--- src/rtl/lcd_msg_arbiter_if.sv ---
// Write-port bus between the two burst requesters, the arbiter and the LCD message RAM.
interface lcd_msg_arbiter_if #(
    parameter int ADDR_W = 5,
    parameter int DATA_W = 8,
    parameter int LEN_W  = 6
);
    logic              iREQ0,   iREQ1;
    logic [ADDR_W-1:0] iBASE0,  iBASE1;
    logic [LEN_W-1:0]  iLEN0,   iLEN1;
    logic [DATA_W-1:0] iDATA0,  iDATA1;
    logic              iVALID0, iVALID1;
    logic              oGNT0,   oGNT1;
    logic              oREADY0, oREADY1;
    logic              oDONE0,  oDONE1;
    logic              oWE;
    logic [ADDR_W-1:0] oWADDR;
    logic [DATA_W-1:0] oWDATA;

    modport master (
        output iREQ0, iREQ1, iBASE0, iBASE1, iLEN0, iLEN1,
               iDATA0, iDATA1, iVALID0, iVALID1,
        input  oGNT0, oGNT1, oREADY0, oREADY1, oDONE0, oDONE1,
               oWE, oWADDR, oWDATA
    );

    modport slave (
        input  iREQ0, iREQ1, iBASE0, iBASE1, iLEN0, iLEN1,
               iDATA0, iDATA1, iVALID0, iVALID1,
        output oGNT0, oGNT1, oREADY0, oREADY1, oDONE0, oDONE1,
               oWE, oWADDR, oWDATA
    );
endinterface

--- src/rtl/lcd_msg_arbiter.sv ---
// Round-robin, burst-granular arbiter for the single write port of the LCD message RAM.
module lcd_msg_arbiter #(
    parameter int ADDR_W = 5,
    parameter int DATA_W = 8,
    parameter int LEN_W  = 6
) (
    input  logic             iCLK,
    input  logic             iRST_N,
    lcd_msg_arbiter_if.slave bus
);
    localparam int DEPTH = 1 << ADDR_W;
    localparam int CNT_W = ADDR_W + 1;

    typedef enum logic [1:0] {IDLE, LOAD, XFER, DONE} state_t;

    state_t                    state, state_nxt;
    logic                      sel, sel_nxt;
    logic                      rr_ptr, rr_nxt;
    logic [ADDR_W-1:0]         addr;
    logic [CNT_W-1:0]          cnt, len_sat;
    logic [1:0]                req, vld;
    logic [1:0][ADDR_W-1:0]    base;
    logic [1:0][LEN_W-1:0]     len;
    logic [1:0][DATA_W-1:0]    data;
    logic                      own, xfer, beat;
    logic                      we;
    logic [ADDR_W-1:0]         waddr;
    logic [DATA_W-1:0]         wdata;

    assign req  = {bus.iREQ1,   bus.iREQ0};
    assign vld  = {bus.iVALID1, bus.iVALID0};
    assign base = {bus.iBASE1,  bus.iBASE0};
    assign len  = {bus.iLEN1,   bus.iLEN0};
    assign data = {bus.iDATA1,  bus.iDATA0};

    assign own  = (state != IDLE);
    assign xfer = (state == XFER);
    assign beat = xfer && vld[sel];

    assign bus.oGNT0   = own && !sel;
    assign bus.oGNT1   = own &&  sel;
    assign bus.oREADY0 = xfer && !sel;
    assign bus.oREADY1 = xfer &&  sel;
    assign bus.oDONE0  = (state == DONE) && !sel;
    assign bus.oDONE1  = (state == DONE) &&  sel;
    assign bus.oWE     = we;
    assign bus.oWADDR  = waddr;
    assign bus.oWDATA  = wdata;

    // A burst longer than the RAM would only overwrite itself, so clip it to one full pass.
    always_comb begin
        if (int'(len[sel]) > DEPTH) len_sat = CNT_W'(DEPTH);
        else                        len_sat = CNT_W'(len[sel]);
    end

    always_comb begin
        state_nxt = state;
        sel_nxt   = sel;
        rr_nxt    = rr_ptr;
        case (state)
            IDLE: if (|req) begin
                sel_nxt   = req[1] && (!req[0] || rr_ptr);
                state_nxt = LOAD;
            end
            LOAD: begin
                if (!req[sel]) begin
                    state_nxt = IDLE;
                    rr_nxt    = !sel;
                end else if (len_sat == '0) state_nxt = DONE;
                else                        state_nxt = XFER;
            end
            XFER: begin
                // Dropping the request aborts; a beat taken in that same cycle is still written.
                if (!req[sel]) begin
                    state_nxt = IDLE;
                    rr_nxt    = !sel;
                end else if (beat && cnt == CNT_W'(1)) state_nxt = DONE;
            end
            DONE: begin
                state_nxt = IDLE;
                rr_nxt    = !sel;
            end
            default: state_nxt = IDLE;
        endcase
    end

    always_ff @(posedge iCLK) begin
        if (!iRST_N) begin
            state  <= IDLE;
            sel    <= 1'b0;
            rr_ptr <= 1'b0;
            addr   <= '0;
            cnt    <= '0;
            we     <= 1'b0;
            waddr  <= '0;
            wdata  <= '0;
        end else begin
            state  <= state_nxt;
            sel    <= sel_nxt;
            rr_ptr <= rr_nxt;
            we     <= beat;
            if (beat) begin
                waddr <= addr;
                wdata <= data[sel];
            end
            if (state == LOAD) begin
                addr <= base[sel];
                cnt  <= len_sat;
            end else if (beat) begin
                addr <= addr + ADDR_W'(1);
                cnt  <= cnt - CNT_W'(1);
            end
        end
    end
endmodule

--- src/flat_wrapper.sv ---
// flat-port wrapper written by rule: the top's interface ports become plain ports
module lcd_msg_arbiter_flat 
#(
    parameter int ADDR_W = 5,
    parameter int DATA_W = 8,
    parameter int LEN_W  = 6
)
  (iCLK, iRST_N, bus_iREQ0, bus_iREQ1, bus_iBASE0, bus_iBASE1, bus_iLEN0, bus_iLEN1, bus_iDATA0, bus_iDATA1, bus_iVALID0, bus_iVALID1, bus_oGNT0, bus_oGNT1, bus_oREADY0, bus_oREADY1, bus_oDONE0, bus_oDONE1, bus_oWE, bus_oWADDR, bus_oWDATA);
  lcd_msg_arbiter_if #(.ADDR_W(ADDR_W), .DATA_W(DATA_W), .LEN_W(LEN_W)) bus_i ();
  input  logic iCLK;
  input  logic iRST_N;
  input wire logic [$bits(bus_i.iREQ0)-1:0] bus_iREQ0;
  input wire logic [$bits(bus_i.iREQ1)-1:0] bus_iREQ1;
  input wire logic [$bits(bus_i.iBASE0)-1:0] bus_iBASE0;
  input wire logic [$bits(bus_i.iBASE1)-1:0] bus_iBASE1;
  input wire logic [$bits(bus_i.iLEN0)-1:0] bus_iLEN0;
  input wire logic [$bits(bus_i.iLEN1)-1:0] bus_iLEN1;
  input wire logic [$bits(bus_i.iDATA0)-1:0] bus_iDATA0;
  input wire logic [$bits(bus_i.iDATA1)-1:0] bus_iDATA1;
  input wire logic [$bits(bus_i.iVALID0)-1:0] bus_iVALID0;
  input wire logic [$bits(bus_i.iVALID1)-1:0] bus_iVALID1;
  output wire logic [$bits(bus_i.oGNT0)-1:0] bus_oGNT0;
  output wire logic [$bits(bus_i.oGNT1)-1:0] bus_oGNT1;
  output wire logic [$bits(bus_i.oREADY0)-1:0] bus_oREADY0;
  output wire logic [$bits(bus_i.oREADY1)-1:0] bus_oREADY1;
  output wire logic [$bits(bus_i.oDONE0)-1:0] bus_oDONE0;
  output wire logic [$bits(bus_i.oDONE1)-1:0] bus_oDONE1;
  output wire logic [$bits(bus_i.oWE)-1:0] bus_oWE;
  output wire logic [$bits(bus_i.oWADDR)-1:0] bus_oWADDR;
  output wire logic [$bits(bus_i.oWDATA)-1:0] bus_oWDATA;
  assign bus_i.iREQ0 = bus_iREQ0;
  assign bus_i.iREQ1 = bus_iREQ1;
  assign bus_i.iBASE0 = bus_iBASE0;
  assign bus_i.iBASE1 = bus_iBASE1;
  assign bus_i.iLEN0 = bus_iLEN0;
  assign bus_i.iLEN1 = bus_iLEN1;
  assign bus_i.iDATA0 = bus_iDATA0;
  assign bus_i.iDATA1 = bus_iDATA1;
  assign bus_i.iVALID0 = bus_iVALID0;
  assign bus_i.iVALID1 = bus_iVALID1;
  assign bus_oGNT0 = bus_i.oGNT0;
  assign bus_oGNT1 = bus_i.oGNT1;
  assign bus_oREADY0 = bus_i.oREADY0;
  assign bus_oREADY1 = bus_i.oREADY1;
  assign bus_oDONE0 = bus_i.oDONE0;
  assign bus_oDONE1 = bus_i.oDONE1;
  assign bus_oWE = bus_i.oWE;
  assign bus_oWADDR = bus_i.oWADDR;
  assign bus_oWDATA = bus_i.oWDATA;
  lcd_msg_arbiter #(.ADDR_W(ADDR_W), .DATA_W(DATA_W), .LEN_W(LEN_W)) u_core (.iCLK(iCLK), .iRST_N(iRST_N), .bus(bus_i));
endmodule
--- config.mk ---
export PLATFORM = sky130hd
export DESIGN_NAME = lcd_msg_arbiter_flat
export DESIGN_NICKNAME = d
export VERILOG_FILES = /design/src/rtl/lcd_msg_arbiter_if.sv /design/src/rtl/lcd_msg_arbiter.sv /design/src/flat_wrapper.sv
export SDC_FILE = /design/constraint.sdc
export NUM_CORES = 1
export LEC_CHECK = 0
export CAP_MARGIN = 25
export CORE_MARGIN = 4
export CORE_UTILIZATION = 40
export DETAILED_ROUTE_END_ITERATION = 8
export PLACE_DENSITY = 0.82
export SLEW_MARGIN = 25
export SYNTH_ARGS = -nofsm -noshare
export SYNTH_HDL_FRONTEND = slang
export SYNTH_SLANG_ARGS = --single-unit
export TNS_END_PERCENT = 50
--- constraint.sdc ---
create_clock -name iCLK -period 1.55 [get_ports iCLK]
set_clock_uncertainty 0.05 [all_clocks]
set_input_delay 0.2325 -clock iCLK [delete_from_list [all_inputs] [get_ports iCLK]]
set_output_delay 0.2325 -clock iCLK [all_outputs]
set_load 0.01 [all_outputs]
==> impl_metrics.yaml <==
placement:
  place.port_buffers: 63
  dpl.hpwl_um: 3557
  post_dp_cell_area_um2: 2639
  pre_cts_slack_ns: -0.2924
  place.gp.congestion: 0.8411
clocking:
  tritoncts: "built"
  clock_sinks: 29
  htree_num_levels: 2
  clkSlewWorstSetupHoldPaths_ns: 0.06
  cts_buffers: 5
  clock_path_buffers: 2
  clk_latency_ns: 0.28
  cts_hold_buffers: 0
  root_buffer: "clkbuf_8"
floorplanning:
  dieArea_um2: 5611
  coreArea_um2: 4354
  die_h_um: 74.91
  num_io_pins: 64
  die-width_um: 74.91
  initial_core_util: 0.4112
  rows: 24
power:
  ir_drop_mv: 0.4038
  pwr_density_cell_nw_per_um2: 730.0
  p_leak_nw: 1.080
logic_synthesis:
  synth_top_area_frac: 0.3242
  synth_fa_ha_area_frac: 0.04892
  synth.avg_cell_area_um2: 8.908
  synth_warnings: 0
  synth_top_family_by_area: "simple AND/OR/NAND/NOR gates"
  ys.flop_type: "dfxtp_1"
  yosys.area_share.simple: 0.2131
  yosysUniqueCellTypes: 48
  synthXorXnorAreaFrac: 0.03424
  syn-num-nets: 252
  synth_compound_gate_area_share: 0.1894
  synthCells: 201
  syn_area_um2: 1790
  synth_area_leaders: "dfxtp_1 32%, mux2i_1 8.9%, a211oi_1 5.5%"
  synthArstFlopShare: 0
  muxShareOfSynthArea: 0.1293
  ys_seq_area_frac: 0.3242
  synth_edf_count: 0
  yosysTopAreaCell: "dfxtp_1"
  synth-seq-cells: 29
global_routing:
  grt_pass1_wl_um: 7410
  grtUsageTotal: 0.1735
  grt_start_max_net_pins: 19
  gr-total-overflow: 0
  antenna_found_initial: 0
  grt_pass1_vias: 1613
timing:
  setup_slack_ns: -0.05606
  layout_min_cycle_time_ns: 1.606
  max_freq_mhz: 622.6
  slew_headroom: 0.7060
  rsz0062_at_grt: "yes"
  setup_violations: 2
  tightest_slew_ns: 0.4341
  hold_viol: 0
  slew_violations: 0
  fin_crit_sh: 1.036
critical_path:
  critPathMaxFanout: 6
  rr_worst_depth: 5
  required_ns: 1.70
  critPathKind: "reg -> reg"
  critPathCapture: "u_core.cnt[4]"
  r2r-start: "u_core.sel"
  cp-startpoint: "u_core.sel"
  reg2reg_slack_ns: -0.06
  startpoint_type: "flop"
  end_kind: "flop"
  worstReg2RegEnd: "u_core.cnt[4]"
  critical_path_arrival_ns: 1.76
routing:
  drtAntennaViolNets: 0
  wl_per_cell_um: 15.11
  vias_per_cell: 5.318
  drtPass1Iterations: 4
  drc: 0
  drt_iter0_markers: 151
  vias: 1824
  routed_wl_um: 5184
flow_run:
  maxCapViolCount: 0
cells_and_area:
  area_growth_pct: 63.17
  diodes: 0
  final_common_cell: "clkdlybuf4s50_1"
  final_nets: 341
  drive_above_1_share: 0.2612
  final_area_um2: 2922
  layout_common_cells: "57 x clkdlybuf4s50_1, 26 x dfxtp_1, 23 x buf_4"
status:
  status: "finished with violations"
  violations: "setup timing"
worst_hold_path:
  hold_path.class: "reg -> reg"
where the power goes:
group	switching [mW]	internal (mW)
clock	0.288	0.310
combinational	0.298	0.386
sequential	0.0538	0.796
what timing repair did:
item / 4_1_cts / 5_1_grt
gates resized for setup: 33 / 26
hold endpoints to repair: 0 / 0
gates cloned: 0 / 3
pin swaps: 1 / 9
buffers inserted: 2 / 2
setup endpoints to repair: 30 / 24
flip-flops by register name, indices dropped and copies added (netlist names):
register           count
u_core.state           2
u_core.sel             1
u_core.bus.oWADDR      5
u_core.addr            5
u_core.bus.oWE         1
u_core.rr_ptr          1
u_core.cnt             6
u_core.bus.oWDATA      8
stage by stage:
stage	TNS [ns]	hold slack [ns]	utilization	power [mW]	cells
6_report	-0.05747	0.4053	0.6710	2.133	343
5_1_grt	-0.1784	0.4171	0.6710	2.237	343
4_1_cts	-0.08553	0.4051	0.6399	2.070	338
3_5_place_dp	-4.386	0.3965	0.6060	1.451	328
3_3_place_gp	-2.870	0.3954	0.6060	1.434	328
2_1_floorplan	-0.03292	0.3543	-	1.171	201
kinds of logic after synthesis:
logic type	after synthesis
buf+inv	22
flops	29
fa+ha+maj	7
xor+xnor	7
simple gates	66
mux	22
compound gates	48
layer usage:
| metal | routed length [um] | global-route usage |
|---|---|---|
| met4 | 35 | 0.04743 |
| met5 | 0 | 0 |
| met2 | 2552 | 0.2988 |
| met3 | 383 | 0.04940 |
| met1 | 2213 | 0.2110 |
worst max-delay path, cell delays in order (launching register included):
cell	delay, ns
dfxtp_4	0.40
buf_12	0.14
nor4b_4	0.29
o22ai_4	0.15
a211o_1	0.29
a31oi_1	0.20
synth_stat cells (all sizes together) (2+ instances only):
cell	instances
inv	9
nand3	8
xor2	4
nor3	3
a21oi	14
clkbuf	4
mux2i	16
a211oi	13
o22ai	2
nand2	16
o21ai	7
o21a	2
buf	8
xnor2	3
nor2b	3
ha	7
nor3b	4
dfxtp	29
mux2	6
and2	4
and3	3
nand4	3
nor2	15
cell type report:
type                            count  area, um2
Fill cell                         334       1433
Multi-Input combinational cell    151       1239
Timing Repair Buffer               93      905.9
Sequential cell                    29      589.3
Clock buffer                        6      72.57
Tap cell                           52      65.06
Inverter                           10      40.04
Clock inverter                      2      10.01
worst min-delay path by stage:
stage,start,endpoint,slack [ns],depth (start not counted)
after floorplan,bus_iREQ1,u_core.sel,0.35,2
after global placement,u_core.bus.oWADDR[3],u_core.bus.oWADDR[3],0.40,2
after detailed placement,u_core.bus.oWADDR[3],u_core.bus.oWADDR[3],0.40,2
after CTS,u_core.bus.oWADDR[3],u_core.bus.oWADDR[3],0.41,2
after global routing,u_core.bus.oWADDR[3],u_core.bus.oWADDR[3],0.42,2
final,u_core.bus.oWADDR[3],u_core.bus.oWADDR[3],0.41,2
(Power assumes the default switching activity.)
